<file path="src/rtl/uart_tx_frame_if.sv">
// uart_tx_frame_if
//   Parallel-word handshake bundle between a data source and the UART
//   frame transmitter.
//   XMT_REQ  : source -> tx, request a frame; XMT_DATA valid while high
//   XMT_DATA : source -> tx, word to send (sampled on frame start only)
//   XMT_ACK  : tx -> source, frame complete acknowledge
//   XMT      : tx -> pin, serial line (idle high)
//   BUSY     : tx -> source, frame in progress / handshake open
interface uart_tx_frame_if #(
  parameter int DATA_BITS = 8
);
  logic                 XMT_REQ;
  logic [DATA_BITS-1:0] XMT_DATA;
  logic                 XMT_ACK;
  logic                 XMT;
  logic                 BUSY;

  modport master (
    output XMT_REQ,
    output XMT_DATA,
    input  XMT_ACK,
    input  XMT,
    input  BUSY
  );

  modport slave (
    input  XMT_REQ,
    input  XMT_DATA,
    output XMT_ACK,
    output XMT,
    output BUSY
  );
endinterface

</file>
<file path="src/rtl/uart_tx_frame.sv">
// uart_tx_frame
//   UART serial transmitter: latches a parallel word on a four-phase
//   XMT_REQ/XMT_ACK handshake and shifts out start, data (LSB first),
//   optional parity and stop bits on XMT.
//   Parameters: DATA_BITS (5..9), CLKS_PER_BIT (>=2),
//               PARITY (0 none, 1 even, 2 odd), STOP_BITS (1 or 2)
//   clk   : system clock, rising edge
//   clr_n : asynchronous active-low reset
//   bus   : handshake/serial bundle (slave side), see uart_tx_frame_if
module uart_tx_frame #(
  parameter int DATA_BITS    = 8,
  parameter int CLKS_PER_BIT = 4,
  parameter int PARITY       = 0,
  parameter int STOP_BITS    = 1
) (
  input  logic            clk,
  input  logic            clr_n,
  uart_tx_frame_if.slave  bus
);

  localparam int BAUD_W = $clog2(CLKS_PER_BIT);
  localparam int BIT_W  = $clog2(DATA_BITS + 1);

  typedef enum logic [2:0] {
    S_IDLE,
    S_START,
    S_DATA,
    S_PARITY,
    S_STOP,
    S_ACK
  } state_t;

  state_t               state_q;
  logic [BAUD_W-1:0]    baud_q;
  logic [BIT_W-1:0]     bit_q;
  logic [DATA_BITS-1:0] shift_q;
  logic                 par_q;
  logic                 xmt_q;
  logic                 ack_q;
  logic                 busy_q;
  logic                 baud_last;

  assign baud_last = (baud_q == BAUD_W'(CLKS_PER_BIT - 1));

  // xmt_q is loaded with the level of the *next* bit on the boundary edge,
  // so the registered line changes only at bit boundaries.
  always_ff @(posedge clk or negedge clr_n) begin
    if (!clr_n) begin
      state_q <= S_IDLE;
      baud_q  <= '0;
      bit_q   <= '0;
      shift_q <= '0;
      par_q   <= 1'b0;
      xmt_q   <= 1'b1;
      ack_q   <= 1'b0;
      busy_q  <= 1'b0;
    end else begin
      case (state_q)
        S_IDLE: begin
          xmt_q  <= 1'b1;
          baud_q <= '0;
          bit_q  <= '0;
          if (bus.XMT_REQ) begin
            shift_q <= bus.XMT_DATA;
            par_q   <= (^bus.XMT_DATA) ^ 1'(PARITY == 2);
            xmt_q   <= 1'b0;
            busy_q  <= 1'b1;
            state_q <= S_START;
          end
        end
        S_START: begin
          if (baud_last) begin
            baud_q  <= '0;
            xmt_q   <= shift_q[0];
            state_q <= S_DATA;
          end else begin
            baud_q <= baud_q + BAUD_W'(1);
          end
        end
        S_DATA: begin
          if (baud_last) begin
            baud_q  <= '0;
            shift_q <= shift_q >> 1;
            if (bit_q == BIT_W'(DATA_BITS - 1)) begin
              bit_q <= '0;
              if (PARITY != 0) begin
                xmt_q   <= par_q;
                state_q <= S_PARITY;
              end else begin
                xmt_q   <= 1'b1;
                state_q <= S_STOP;
              end
            end else begin
              bit_q <= bit_q + BIT_W'(1);
              xmt_q <= shift_q[1];
            end
          end else begin
            baud_q <= baud_q + BAUD_W'(1);
          end
        end
        S_PARITY: begin
          if (baud_last) begin
            baud_q  <= '0;
            xmt_q   <= 1'b1;
            state_q <= S_STOP;
          end else begin
            baud_q <= baud_q + BAUD_W'(1);
          end
        end
        S_STOP: begin
          xmt_q <= 1'b1;
          if (baud_last) begin
            baud_q <= '0;
            if (bit_q == BIT_W'(STOP_BITS - 1)) begin
              bit_q   <= '0;
              ack_q   <= 1'b1;
              state_q <= S_ACK;
            end else begin
              bit_q <= bit_q + BIT_W'(1);
            end
          end else begin
            baud_q <= baud_q + BAUD_W'(1);
          end
        end
        S_ACK: begin
          xmt_q <= 1'b1;
          // REQ must be seen low before a new frame can be accepted.
          if (!bus.XMT_REQ) begin
            ack_q   <= 1'b0;
            busy_q  <= 1'b0;
            state_q <= S_IDLE;
          end
        end
        default: begin
          xmt_q   <= 1'b1;
          ack_q   <= 1'b0;
          busy_q  <= 1'b0;
          state_q <= S_IDLE;
        end
      endcase
    end
  end

  assign bus.XMT     = xmt_q;
  assign bus.XMT_ACK = ack_q;
  assign bus.BUSY    = busy_q;

endmodule

</file>
<file path="src/flat_wrapper.sv">
// flat-port wrapper written by rule: the top's interface ports become plain ports
module uart_tx_frame_flat 
#(
  parameter int DATA_BITS    = 8,
  parameter int CLKS_PER_BIT = 4,
  parameter int PARITY       = 0,
  parameter int STOP_BITS    = 1
)
  (clk, clr_n, bus_XMT_REQ, bus_XMT_DATA, bus_XMT_ACK, bus_XMT, bus_BUSY);
  uart_tx_frame_if #(.DATA_BITS(DATA_BITS)) bus_i ();
  input  logic clk;
  input  logic clr_n;
  input wire logic [$bits(bus_i.XMT_REQ)-1:0] bus_XMT_REQ;
  input wire logic [$bits(bus_i.XMT_DATA)-1:0] bus_XMT_DATA;
  output wire logic [$bits(bus_i.XMT_ACK)-1:0] bus_XMT_ACK;
  output wire logic [$bits(bus_i.XMT)-1:0] bus_XMT;
  output wire logic [$bits(bus_i.BUSY)-1:0] bus_BUSY;
  assign bus_i.XMT_REQ = bus_XMT_REQ;
  assign bus_i.XMT_DATA = bus_XMT_DATA;
  assign bus_XMT_ACK = bus_i.XMT_ACK;
  assign bus_XMT = bus_i.XMT;
  assign bus_BUSY = bus_i.BUSY;
  uart_tx_frame #(.DATA_BITS(DATA_BITS), .CLKS_PER_BIT(CLKS_PER_BIT), .PARITY(PARITY), .STOP_BITS(STOP_BITS)) u_core (.clk(clk), .clr_n(clr_n), .bus(bus_i));
endmodule
</file>
<file path="config.mk">
export PLATFORM = sky130hd
export DESIGN_NAME = uart_tx_frame_flat
export DESIGN_NICKNAME = d
export VERILOG_FILES = /design/src/rtl/uart_tx_frame_if.sv /design/src/rtl/uart_tx_frame.sv /design/src/flat_wrapper.sv
export SDC_FILE = /design/constraint.sdc
export NUM_CORES = 1
export LEC_CHECK = 0
export ABC_AREA = 1
export CORE_MARGIN = 2
export CORE_UTILIZATION = 67
export CTS_BUF_LIST = sky130_fd_sc_hd__clkbuf_8
export DETAILED_ROUTE_END_ITERATION = 10
export DONT_BUFFER_PORTS = 1
export HOLD_SLACK_MARGIN = 0.02
export PLACE_DENSITY = 0.83
export SYNTH_ARGS = -nofsm -noshare
export SYNTH_HDL_FRONTEND = slang
export SYNTH_SLANG_ARGS = --single-unit
</file>
<file path="constraint.sdc">
create_clock -name clk -period 3.5 [get_ports clk]
set_input_delay 0.7 -clock clk [delete_from_list [all_inputs] [get_ports clk]]
set_output_delay 0.7 -clock clk [all_outputs]
set_load 0.02 [all_outputs]
</file>
==> out/metrics.cfg, run 1 <==
[clock_tree]
cts_setup_buffers = 0
cts_tree = done
cts_root_buf = clkbuf_8
cts_buffers = 3
clkLatencyLatePin_ns = 0.26
htreeDepth = 1
clk_path_buf_depth = 2
cts.repair.resized = 0
cts_hold_buffers = 0
clock_sinks = 20
clkTransAtPathRegs_ns = 0.07

[sta]
finalSetupViolCount = 0
fin_crit_sh = 0.591
fmax_mhz = 484
skew_ns = 0.00332
rsz0062_at_grt = no
holdWs_ns = 0.129
setup_tns_ns = 0
relSlewSlack = 0.523
setup_ws_ns = 1.43
drv_slew = 0
hold_viol = 0
worst_pin_slew_ns = 0.713
period_minus_slack_ns = 2.07

[pwr]
p_switching_w = 0.000449
p_per_area_nw_per_um2 = 870
clkPwrFrac = 0.148
p_int_w = 0.000559
swShare = 0.445
p_leak_nw = 0.607
combPwrFrac = 0.448
peakVddDrop_v = 0.000589
power_frac_seq = 0.404

[floorplanning]
core_sq_um = 1540
die_h_um = 44.8
initial_core_util = 0.725
ioPinCount = 14
die_w_um = 44.8
rows = 14
dieArea_sq_um = 2010

[run_status]
outcome = completed

[drt]
wl_per_cell_um = 12.8
via_per_inst = 5.73
route.detailed.drc = 0
dr.first_iter.drc_count = 26
wl_met2_um = 1030
dr.max_layer_used = met4
finalWirelength_um = 2120
drt_first_pass_iters = 5
ant_nets = 0
vias = 952
route.met3.wl_um = 105
wl_met1_um = 939

[setup_path]
end_kind = flop
cp_common_cell = nand3_1
critPathTopFamily = simple AND/OR/NAND/NOR gates
r2r_start = u_core.state_q[2]
cp_slowest_cell = nand3_1
start_kind = flop
crit_required_ns = 3.64
critPathLaunch = u_core.state_q[2]
cp_cell_sequence = inv_2, nand3_1, nor2_1, a21oi_4, nand3_1, o21ai_1
critPathBufInv = 1
slowest_delay_ns = 0.53
crit_type = reg -> reg
crit_fanout = 20
cp.arrival_ns = 2.20

[finish]
fillers = 118
antenna_cells = 0
drive_above_1_share = 0.0600
nets = 165
synthToLayoutAreaGrowth_pct = 3.70
utilization = 0.752
fin_cells = 166

[synthesis]
synth.cell_area_sq_um = 1120
synthCells = 149
synth_top_area_share = 0.426
synth_nets = 163
ys_warn_count = 0
yosysTopAreaCell = dfrtp_1
ys_seq_elements = 20
synth.distinct_cells = 22
synth_area_leaders = dfrtp_1 (43%), nand2_1 (16%), nand3_1 (7.2%), inv_1 (5.4%), o21ai_0 (4.9%)
ys_seq_area_frac = 0.449
synth.avg_cell_area_sq_um = 7.50

[flow_run]
maxCapViolCount = 0

[place]
place_congestion = 0.816
placed_cells = 162
port_buffers = 0
dp_slack_ns = 1.51
place_hpwl_um = 1590

[min_path]
worstHoldPathType = in -> async

[grt]
grt.total_usage = 0.249
overflow = 0
grt_pass1_wl_um = 3640
antenna_found_initial = 0
grt_max_degree = 21
first_global_vias = 890

-- cells in the mapped netlist, drive strengths merged --
cell type,n
a21oi,5
xor2,1
nor2,13
nand2,48
nand3,16
nand3b,1
o21ai,18
inv,17
ha,3
o21a,1
o21bai,1
a22o,1
o211ai,1
dfstp,1
dfrtp,19
buf,3
-- layout by cell type (no fill, tap or decap) --
cell,instances
nor2_2,3
ha_1,3
a21oi_1,4
nand3b_1,1
o21ai_1,7
o21ai_0,11
nand2_1,48
inv_2,1
xor2_1,1
o21a_1,1
inv_1,17
nand3_1,16
a21oi_4,1
nor2_1,10
dfstp_2,1
o21bai_1,1
o211ai_1,1
clkbuf_8,3
a22o_1,1
dfrtp_1,19
-- per-layer routing --
layer / vias to the layer above / GRT usage
met2: 25 / 0.406
li1: 485 / -
met3: 5 / 0.0560
met4: 0 / 0.129
met5: - / 0
met1: 437 / 0.311
-- registers in the layout (all words and copies together) (netlist names) --
signal and cells:
u_core.bus.BUSY 1, u_core.bus.XMT 1, u_core.state_q 3, u_core.bit_q 4
u_core.baud_q 2, u_core.shift_q 8, u_core.bus.XMT_ACK 1
-- stage by stage --
stage | power (W) | cell area [sq um]
after global placement | 0.000839 | 1110
after detailed placement | 0.000861 | 1110
after CTS | 0.00101 | 1160
after floorplan | 0.000785 | 1120
after global routing | 0.00110 | 1160
final | 0.00101 | 1160
-- path summary, 6_finish.rpt --
path                       slack, ns           endpoint  depth (start not counted)
setup / recovery                1.43  u_core.shift_q[7]                          6
hold / removal                  0.13  u_core.state_q[1]                          0
setup reg to reg                1.43  u_core.shift_q[7]                          6
hold reg to reg                 0.50    u_core.bit_q[3]                          2
max in group asynchronous       3.20     u_core.bus.XMT                          0
min in group clk                0.50    u_core.bit_q[3]                          2
-- cell families after synthesis --
| kind of cell | Yosys count | synth area share |
|---|---|---|
| xor gates and xnor gates | 1 | 0.00784 |
| DFF | 20 | 0.449 |
| and+or+nand+nor | 78 | 0.290 |
| buffers and inverters | 20 | 0.0784 |
| adders and majority gates | 3 | 0.0336 |
| AOI/OAI and AO/OA | 27 | 0.141 |
-- final cells by class --
class	instances	area, sq um	share of cell area
multi-input combinational	109	528	0.456
inverter	17	63.8	0.0551
tap	16	20.0	0.0173
sequential	20	502	0.433
clock buffer	3	41.3	0.0356
clock inverter	1	3.75	0.00324
-- power groups by stage --
stage	Combinational (W)	Sequential (W)	Clock [W]
final	0.000451	0.000407	0.000149
after global routing	0.000524	0.000418	0.000160
after CTS	0.000453	0.000407	0.000154
after detailed placement	0.000450	0.000410	0
after global placement	0.000432	0.000407	0
after floorplan	0.000391	0.000394	0
Note: power is estimated with default switching activity, not from simulation.
==> run 2: changes to the inputs <==
CORE_UTILIZATION = 58   (was 67)
PLACE_DENSITY = 0.76   (was 0.83)
clock period = 1.7 ns   (was 3.5 ns; I/O delays follow)
==> run 2 against run 1 <==
  * Cell area rose by 5.6%
  * First-iteration DRC count rose by 27%
  * Critical path depth shrank 1
  * Non-clock buffer count up 3
  * Sequential cell count stayed put
  * Via count increased by 0.32%
  * Global-route usage decreased by 1.5 points
  * Die area grew 14%
  * Fmax is 32% higher
  * Clock power rose to 3.2 times the previous value
  * Critical endpoint is now u_core.shift_q[0]
  * Critical path type unchanged
  * Sequential share of layout area fell by 2.3 points
  * Sequential power rose by 110%
==> out/metrics.cfg, run 2 (synthesized netlist as in run 1, its figures left out) <==
[min_path]
worstHoldStart = bus_XMT_DATA[7]
worstHoldPathType = in -> reg

[setup_path]
crit_required_ns = 1.89  ; -1.75 ns
r2r_setup_slack_ns = 0.14  ; -1.30 ns
r2r_start = u_core.state_q[1]
end_kind = flop
start_kind = flop
slowest_delay_ns = 0.47  ; -0.06 ns
r2r_cells = 5  ; -1
critPathBufInv = 0  ; -1
cp_cell_sequence = nor2_2, nand3_1, a21oi_4, nor2_1, a21oi_1
crit_fanout = 16  ; -20%
critPathLaunch = u_core.state_q[1]
cp_slowest_cell = dfrtp_1
crit_type = reg -> reg
r2r_end = u_core.shift_q[0]
critPathTopFamily = compound AO/OA/AOI/OAI gates
cp_num_cells = 5  ; -1
cp.arrival_ns = 1.75  ; -0.45 ns
endpoint = u_core.shift_q[0]

[floorplanning]
die_w_um = 47.9  ; +6.8%
dieArea_sq_um = 2290  ; +14%
die_h_um = 47.9  ; +6.8%
core_sq_um = 1760  ; +14%
ioPinCount = 14  ; unchanged
initial_core_util = 0.633  ; -0.0915
rows = 15  ; +1

[clock_tree]
cts_buffers = 3  ; unchanged
cts_setup_buffers = 0  ; unchanged
clkLatencyLatePin_ns = 0.26  ; about the same
cts_root_buf = clkbuf_8
cts_tree = done
clock_sinks = 20  ; unchanged
clk_path_buf_depth = 2  ; unchanged
htreeDepth = 1  ; unchanged
clkTransAtPathRegs_ns = 0.08  ; about the same

[pwr]
combPwrFrac = 0.425  ; -0.023
total_power_w = 0.00230  ; +130%
power_frac_seq = 0.367  ; -0.037
swShare = 0.422  ; -0.0229
p_per_area_nw_per_um2 = 1880  ; +120%
p_switching_w = 0.000973  ; +120%
p_leak_nw = 0.628  ; +3.6%
p_int_w = 0.00133  ; +140%
peakVddDrop_v = 0.000956  ; +62%
clkPwrFrac = 0.208  ; +0.060

[finish]
nets = 168  ; +1.8%
final_cell_mix = nand2_1 (48), dfrtp_1 (19), inv_1 (16), nand3_1 (16), o21ai_0 (11)
fillers = 146  ; +24%
layout_commonest_cell = nand2_1
utilization = 0.694  ; -0.0580
antenna_cells = 0  ; unchanged
drive_above_1_share = 0.0850  ; +0.0250
largest_reg_flops = 8  ; unchanged
top_register = u_core.shift_q
reg_top3 = u_core.shift_q x8, u_core.bit_q x4, u_core.state_q x3
synthToLayoutAreaGrowth_pct = 9.52

[grt]
overflow = 0  ; unchanged
grt_max_degree = 21  ; unchanged
antenna_found_initial = 0  ; unchanged
first_global_vias = 874  ; -1.8%
grt.total_usage = 0.234  ; -0.0154
grt_pass1_wl_um = 3700  ; +1.7%

[sta]
worst_pin_slew_ns = 0.882  ; +0.168 ns
skew_ns = 0.00196  ; -0.00135 ns
fin_crit_sh = 0.921  ; +0.330
hold_viol = 0  ; unchanged
relSlewSlack = 0.410  ; -0.113
rsz0062_at_grt = no
finalSetupViolCount = 0  ; unchanged
period_minus_slack_ns = 1.56  ; -0.502 ns
drv_slew = 0  ; unchanged
setup_tns_ns = 0  ; unchanged
fmax_mhz = 639  ; +32%

[place]
place_hpwl_um = 1630  ; +2.7%
port_buffers = 0  ; unchanged
place_congestion = 0.907  ; +11%

[drt]
vias = 955  ; +0.32%
dr.first_iter.drc_count = 33  ; +27%
finalWirelength_um = 2220  ; +4.8%
ant_nets = 0  ; unchanged
wl_per_cell_um = 12.5  ; -2.3%
drt_first_pass_iters = 4  ; -1
via_per_inst = 5.37  ; -6.4%
route.detailed.drc = 0  ; unchanged

[flow_run]
maxCapViolCount = 0  ; unchanged

[run_status]
outcome = completed

-- run 2: changes by cell type in the layout (fill, tap and decap cells not counted), sizes merged --
cell / previous run / this run
buf: 0 / 2
inv: 18 / 17
dlygate4sd3: 0 / 1
bufinv: 0 / 1
-- run 2: worst min path at each step --
stage | end | slack [ns] | depth (start not counted)
4_1_cts | u_core.shift_q[7] | 0.23 | 2
3_3_place_gp | u_core.bit_q[2] | 0.04 | 0
5_1_grt | u_core.shift_q[7] | 0.24 | 2
6_report | u_core.shift_q[7] | 0.23 | 2
3_5_place_dp | u_core.bit_q[0] | 0.04 | 0
2_1_floorplan | u_core.baud_q[0] | 0.04 | 0
-- run 2: final cells by class --
class                   instances  area [sq um]  share of cell area
inverters                      17          63.8              0.0521
clock inverters                 1          30.0              0.0245
repair buffers                  3          25.0              0.0204
flip-flops and latches         20           502               0.410
well taps                      25          31.3              0.0256
clock buffers                   3          41.3              0.0337
multi-input cells             109           531               0.434
-- run 2: per-stage QoR --
step | hold WS, ns | cells | setup slack, ns | instance area [sq um]
3_3_place_gp | 0.0449 | 173 | 0.242 | 1140
6_report | 0.226 | 178 | 0.135 | 1220
2_1_floorplan | 0.0444 | 149 | 0.383 | 1120
4_1_cts | 0.232 | 178 | 0.116 | 1220
5_1_grt | 0.236 | 178 | 0.00289 | 1220
3_5_place_dp | 0.0449 | 173 | 0.164 | 1140
-- run 2: power by group through the flow --
| stage | registers, W | logic [W] | clock network (W) |
|---|---|---|---|
| floorplan | 0.000812 | 0.000805 | 0 |
| global placement | 0.000839 | 0.000926 | 0 |
| detailed placement | 0.000852 | 0.000949 | 0 |
| CTS | 0.000843 | 0.000973 | 0.000483 |
| global route | 0.000868 | 0.00113 | 0.000506 |
| finish | 0.000846 | 0.000978 | 0.000478 |
-- run 2: worst reg2reg max path, delay by kind of cell, from the launching register on --
family	cells	cell delay (ns)
AOI/OAI and AO/OA	2	0.54
DFF	1	0.47
and+or+nand+nor	3	0.49
-- run 2: what timing repair did --
| item | CTS | global route |
|---|---|---|
| endpoints found under the setup margin | 0 | 5 |
| hold buffers | 1 | 0 |
| hold endpoints to repair | 20 | 0 |
| gates resized for setup | 0 | 1 |
-- run 2: routing by layer --
metal,global-route usage,wire [um],vias up
met5,0,0,-
met2,0.373,1040,28
met3,0.0604,123,5
met4,0.114,46,0
li1,-,-,485
met1,0.293,1010,437
